### src/rtl/mem_req_arbiter.sv
// Two-port (fetch/data) arbiter onto a single outstanding-limited memory request bus.
// Keeps an in-order FIFO of {source, drop} tags so responses route back and flushed fetches vanish.
module mem_req_arbiter #(
   parameter int unsigned OUTSTANDING  = 2,
   parameter int unsigned STARVE_LIMIT = 4
) (
   input  logic        clk,
   input  logic        rstn,
   input  logic        flush,

   input  logic        inst_req,
   input  logic [31:0] inst_addr,
   output logic        inst_addr_ok,
   output logic        inst_data_ok,
   output logic [31:0] inst_rdata,

   input  logic        data_req,
   input  logic        data_wr,
   input  logic [1:0]  data_size,
   input  logic [3:0]  data_wstrb,
   input  logic [31:0] data_addr,
   input  logic [31:0] data_wdata,
   output logic        data_addr_ok,
   output logic        data_data_ok,
   output logic [31:0] data_rdata,

   output logic        m_req,
   output logic        m_wr,
   output logic [1:0]  m_size,
   output logic [3:0]  m_wstrb,
   output logic [31:0] m_addr,
   output logic [31:0] m_wdata,
   input  logic        m_addr_ok,
   input  logic        m_data_ok,
   input  logic [31:0] m_rdata
);

   localparam int unsigned PTR_W = (OUTSTANDING > 1) ? $clog2(OUTSTANDING) : 1;
   localparam int unsigned CNT_W = $clog2(OUTSTANDING + 1);
   localparam int unsigned STV_W = (STARVE_LIMIT > 0) ? $clog2(STARVE_LIMIT + 1) : 1;

   typedef enum logic [1:0] {StIdle, StHoldI, StHoldD} state_e;

   typedef struct packed {
      logic is_data;
      logic drop;
   } ent_t;

   state_e             state_q, state_d;
   logic               wr_q, wr_d;
   logic [1:0]         size_q, size_d;
   logic [3:0]         wstrb_q, wstrb_d;
   logic [31:0]        addr_q, addr_d;
   logic [31:0]        wdata_q, wdata_d;
   logic               hold_drop_q, hold_drop_d;
   logic [STV_W-1:0]   starve_q, starve_d;

   ent_t               ent_q [OUTSTANDING];
   ent_t               ent_d [OUTSTANDING];
   logic [PTR_W-1:0]   wr_ptr_q, wr_ptr_d;
   logic [PTR_W-1:0]   rd_ptr_q, rd_ptr_d;
   logic [CNT_W-1:0]   cnt_q, cnt_d;

   logic               fifo_full;
   logic               fifo_empty;
   logic               inst_go;
   logic               starved;
   logic               hold;
   logic               push;
   logic               push_is_data;
   logic               push_drop;
   logic               pop;
   ent_t               head;

   function automatic logic [PTR_W-1:0] ptr_inc(input logic [PTR_W-1:0] p);
      return (p == PTR_W'(OUTSTANDING - 1)) ? '0 : p + 1'b1;
   endfunction

   assign fifo_full  = (cnt_q == CNT_W'(OUTSTANDING));
   assign fifo_empty = (cnt_q == '0);
   assign inst_go    = inst_req & ~flush;
   assign starved    = (starve_q == STV_W'(STARVE_LIMIT));
   assign hold       = (state_q != StIdle);
   assign head       = ent_q[rd_ptr_q];
   assign pop        = m_data_ok & ~fifo_empty;

   // Payload is only presented while a request is being held.
   assign m_req   = hold;
   assign m_wr    = hold & wr_q;
   assign m_size  = hold ? size_q  : '0;
   assign m_wstrb = hold ? wstrb_q : '0;
   assign m_addr  = hold ? addr_q  : '0;
   assign m_wdata = hold ? wdata_q : '0;

   assign inst_data_ok = pop & ~head.is_data & ~head.drop & ~flush;
   assign data_data_ok = pop & head.is_data;
   assign inst_rdata   = inst_data_ok ? m_rdata : '0;
   assign data_rdata   = data_data_ok ? m_rdata : '0;

   always_comb begin
      state_d      = state_q;
      wr_d         = wr_q;
      size_d       = size_q;
      wstrb_d      = wstrb_q;
      addr_d       = addr_q;
      wdata_d      = wdata_q;
      hold_drop_d  = hold_drop_q;
      starve_d     = starve_q;
      push         = 1'b0;
      push_is_data = 1'b0;
      push_drop    = 1'b0;
      inst_addr_ok = 1'b0;
      data_addr_ok = 1'b0;

      unique case (state_q)
         StIdle: begin
            if (!fifo_full && (inst_go || data_req)) begin
               hold_drop_d = 1'b0;
               if (inst_go && (!data_req || starved)) begin
                  state_d  = StHoldI;
                  wr_d     = 1'b0;
                  size_d   = 2'b10;
                  wstrb_d  = '0;
                  addr_d   = inst_addr;
                  wdata_d  = '0;
                  starve_d = '0;
               end else begin
                  state_d = StHoldD;
                  wr_d    = data_wr;
                  size_d  = data_size;
                  wstrb_d = data_wstrb;
                  addr_d  = data_addr;
                  wdata_d = data_wdata;
                  if (inst_req && !starved) starve_d = starve_q + 1'b1;
               end
            end
         end
         StHoldI: begin
            // A flushed fetch still completes its address phase but is tagged for silent discard.
            if (flush) hold_drop_d = 1'b1;
            if (m_addr_ok) begin
               push         = 1'b1;
               push_drop    = hold_drop_q | flush;
               inst_addr_ok = ~(hold_drop_q | flush);
               state_d      = StIdle;
            end
         end
         StHoldD: begin
            if (m_addr_ok) begin
               push         = 1'b1;
               push_is_data = 1'b1;
               data_addr_ok = 1'b1;
               state_d      = StIdle;
            end
         end
         default: state_d = StIdle;
      endcase
   end

   always_comb begin
      ent_d    = ent_q;
      wr_ptr_d = wr_ptr_q;
      rd_ptr_d = rd_ptr_q;
      cnt_d    = cnt_q;

      if (flush) begin
         for (int i = 0; i < int'(OUTSTANDING); i++) begin
            if (!ent_q[i].is_data) ent_d[i].drop = 1'b1;
         end
      end
      if (push) begin
         ent_d[wr_ptr_q] = '{is_data: push_is_data, drop: push_drop};
         wr_ptr_d        = ptr_inc(wr_ptr_q);
      end
      if (pop) rd_ptr_d = ptr_inc(rd_ptr_q);

      unique case ({push, pop})
         2'b10:   cnt_d = cnt_q + 1'b1;
         2'b01:   cnt_d = cnt_q - 1'b1;
         default: cnt_d = cnt_q;
      endcase
   end

   always_ff @(posedge clk) begin
      if (!rstn) begin
         state_q     <= StIdle;
         wr_q        <= 1'b0;
         size_q      <= '0;
         wstrb_q     <= '0;
         addr_q      <= '0;
         wdata_q     <= '0;
         hold_drop_q <= 1'b0;
         starve_q    <= '0;
         ent_q       <= '{default: '0};
         wr_ptr_q    <= '0;
         rd_ptr_q    <= '0;
         cnt_q       <= '0;
      end else begin
         state_q     <= state_d;
         wr_q        <= wr_d;
         size_q      <= size_d;
         wstrb_q     <= wstrb_d;
         addr_q      <= addr_d;
         wdata_q     <= wdata_d;
         hold_drop_q <= hold_drop_d;
         starve_q    <= starve_d;
         ent_q       <= ent_d;
         wr_ptr_q    <= wr_ptr_d;
         rd_ptr_q    <= rd_ptr_d;
         cnt_q       <= cnt_d;
      end
   end

endmodule

### config.mk
export PLATFORM = sky130hd
export DESIGN_NAME = mem_req_arbiter
export DESIGN_NICKNAME = d
export VERILOG_FILES = /design/src/rtl/mem_req_arbiter.sv
export SDC_FILE = /design/constraint.sdc
export NUM_CORES = 1
export LEC_CHECK = 0
export ABC_AREA = 1
export CAP_MARGIN = 20
export CELL_PAD_IN_SITES_DETAIL_PLACEMENT = 1
export CELL_PAD_IN_SITES_GLOBAL_PLACEMENT = 2
export CORE_MARGIN = 2
export CORE_UTILIZATION = 20
export DETAILED_ROUTE_END_ITERATION = 12
export PLACE_DENSITY_LB_ADDON = 0.1
export SYNTH_ARGS = -nofsm -noshare
export SYNTH_HDL_FRONTEND = slang
export SYNTH_SLANG_ARGS = --single-unit
export TNS_END_PERCENT = 5
### constraint.sdc
create_clock -name clk -period 2.6 [get_ports clk]
set_clock_uncertainty 0.1 [all_clocks]
set_input_delay 0.78 -clock clk [delete_from_list [all_inputs] [get_ports clk]]
set_output_delay 0.78 -clock clk [all_outputs]
set_load 0.02 [all_outputs]
==> metrics.md <==
| Metric | Value |
|---|---|
| Critical Path AT | `1.80 ns` |
| Mapped Avg Cell Area | `6.77 sq um` |
| Die Footprint | `28400 sq um` |
| Delay of the slowest critical-path stage | `0.30 ns` |
| Clock root buffer | `clkbuf_16` |
| RSZ-0062 raised after global routing | `true` |
| Routability cong. | `0.714` |
| Worst Hold Class | `flop to flop` |
| GRT Total Usage | `0.148` |
| Clock tree buffer depth | `2` |
| Initial DRC Count | `201` |
| First-pass GRT wire length | `33300 um` |
| Largest net degree at the start of global routing | `34` |
| CTS Buf Count | `9` |
| PortBufs | `281` |
| Critical path required time | `1.72 ns` |
| NetSw | `1840 uW` |
| Final instance area | `8930 sq um` |
| Fmax | `374 MHz` |
| Yosys warns | `0` |
| Mapped Nets | `947` |
| Final setup margin | `-0.0753 ns` |
| Slew Limit Fails | `0` |
| Final HPWL DP | `15600 um` |
| Critical path's top delay family | `buffers and inverters` |
| P_int | `3240 uW` |
| Startpoint Class | `input port` |
| Crit path time final | `2.68 ns` |
| Drt drc | `0` |
| Ports | `282` |
| Core box area | `26700 sq um` |
| Yosys cell types | `29` |
| Worst rel slew slack | `0.717` |
| Die Span Y | `168 um` |
| CTS tree | `built` |
| Max FO, Critical Path | `5` |
| Area Overhead vs Synth | `65.0%` |
| Number of vias per cell | `4.08` |
| Drt total wl | `21100 um` |
| Final #Nets | `1235` |
| Dpl cells | `1412` |
| PwrDens | `569 nW/um^2` |
| Failing checks | `negative setup slack` |
| Outcome | `finished, violations left` |
| Maxcap violations | `0` |
| Die W | `168 um` |
| Setup CP Type | `input port to output pin` |
| Worst Tran Pin Value | `0.424 ns` |
| Worst Path Buf+Inv | `5` |
| CP cell instances | `buf_8 -> inv_4 -> nand3_2 -> or2_4 -> buf_12 -> buf_16 -> nor2_4 -> buf_6` |
| N_diodes | `0` |
| Vias in the first global route | `6059` |
| Gate Count Post-Synth | `799` |
| Endpoints failing setup | `26` |
| Clock share of power | `0.291` |
| Commonest non-fill, non-tap cells in the layout | `nand2_1 (195), clkdlybuf4s50_1 (138), inv_1 (124)` |
| Dpl ws | `-0.898 ns` |
| Seq pwr share | `0.310` |
| Fin. Hold Viols | `0` |
| Reg clk slew, reported paths | `0.06 ns` |
| Placed instance area | `8820 sq um` |
| Wirelength per Cell | `14.7 um` |
| P_leak | `0.00401 uW` |
| DRT Pass-1 Iters | `4` |
| Commonest non-fill, non-tap cell in the layout | `nand2_1` |
| Hold_ws | `0.363 ns` |
| Slowest cell on crit path | `or2_4` |
| GRT overflow | `0` |
| Share of layout cells above drive strength 1 | `0.284` |
| Sw Share | `0.362` |
| Number of antenna violations at the first check in global routing | `0` |
| Fin cells | `1433` |
| Vias | `5843` |
| Clk_lat worst skew | `0.34 ns` |
| CP Capture Type | `output pin` |
| Sequential share of the synthesized area | `0.314` |
| DRT antenna net count | `0` |
| Comb pwr share | `0.398` |
| Initial Util | `0.202` |
| Cell Area, Synth | `5410 sq um` |
| Post-synthesis register bit count | `85` |
| CTS H-tree lvls | `3` |
| Core Rows | `60` |
| Peak VDD IR | `0.291 mV` |
| CTS Sinks | `85` |
| Period Utilization, post-route | `1.03` |
[metrics by stage]
stage / util / setup TNS [ns] / total power, uW
after floorplan: - / 0 / 2760
after global placement: 0.330 / -54.64 / 3690
after detailed placement: 0.330 / -56.16 / 3690
after CTS: 0.339 / -1.59 / 5200
after global routing: 0.334 / -2.46 / 5430
final: 0.334 / -1.31 / 5080
[what timing repair did]
item,CTS,global route
buffers inserted,2,0
endpoints found under the setup margin,140,133
gates cloned,3,0
resized for setup,415,134
pin swaps,4,3
hold buffers,0,0
[power groups by stage]
stage,Clock [uW],Sequential (uW),Combinational [uW]
floorplan,0,1580,1180
global placement,0,1600,2090
detailed placement,0,1600,2090
CTS,1540,1580,2080
global route,1590,1600,2240
finish,1480,1570,2020
[routing by layer]
metal / vias to the layer above / global-route usage / share of wire
met5: - / 0 / 0
met2: 161 / 0.258 / 0.48
met1: 2684 / 0.183 / 0.46
met4: 0 / 0.0281 / 0.0070
met3: 8 / 0.0404 / 0.060
li1: 2990 / - / -
[registers in the layout, indices dropped and copies added, names as in the netlist]
name         cells
starve_q         3
cnt_q            2
wstrb_q          4
rd_ptr_q         1
wr_ptr_q         1
hold_drop_q      1
wdata_q         32
size_q           2
addr_q          32
state_q          2
wr_q             1
ent_q            4
[cell usage after synthesis]
master,instances,share of area
and3_1,1,0.0012
nor2_1,118,0.082
ha_1,6,0.014
a21oi_2,30,0.049
nand4_1,1,0.0012
inv_6,1,0.0016
nand3_4,1,0.0032
or2_1,1,0.0012
buf_2,19,0.018
o21ai_0,7,0.0065
nand3_1,40,0.037
dfxtp_1,85,0.31
inv_1,126,0.087
buf_1,1,0.00069
or2_2,1,0.0012
buf_4,3,0.0042
clkbuf_1,15,0.010
nand2_1,195,0.14
a21oi_1,52,0.048
buf_12,3,0.011
nand2_2,4,0.0046
buf_6,7,0.015
nor3_1,4,0.0037
inv_2,3,0.0021
buf_8,4,0.011
o21ai_2,2,0.0032
xor2_1,1,0.0016
nand3_2,38,0.070
nor2_4,30,0.062
[path summary, 6_finish.rpt]
check	to	startpoint	slack (ns)	cells after the start
worst max register to register	addr_q[1]$_SDFFE_PN0P_	starve_q[0]$_SDFFE_PN0P_	0.83	10
worst max-delay path	inst_rdata[16]	flush	-0.08	8
worst min register to register	addr_q[14]$_SDFFE_PN0P_	addr_q[14]$_SDFFE_PN0P_	0.36	2
worst min-delay path	addr_q[14]$_SDFFE_PN0P_	addr_q[14]$_SDFFE_PN0P_	0.36	2
[layout make-up]
type | count | area, sq um
Timing Repair Buffer | 329 | 3060
Tap cell | 341 | 427
Sequential cell | 85 | 1700
Clock buffer | 10 | 239
Multi-Input combinational cell | 532 | 2910
Fill cell | 3300 | 17800
Clock inverter | 6 | 93.8
Inverter | 130 | 497
[logic make-up (layout without fill, tap and decap cells)]
logic type / Yosys count / in the layout / share of synthesized area
xor+xnor: 1 / 1 / 0.00162
buf+inv: 182 / 475 / 0.161
fa+ha+maj: 6 / 6 / 0.0139
flops: 85 / 85 / 0.314
simple gates: 434 / 434 / 0.403
compound gates: 91 / 91 / 0.106
[worst register-to-register path, stage by stage, from the launching register on]
cell and delay, ns:
dfxtp_1 0.36, inv_1 0.07, ha_1 0.20, nand2_1 0.09
nand2_1 0.10, nand2_4 0.09, buf_4 0.32, nand2_1 0.13
nand2_1 0.08, nand2_1 0.06, a21oi_1 0.11
(Power assumes the default switching activity.)
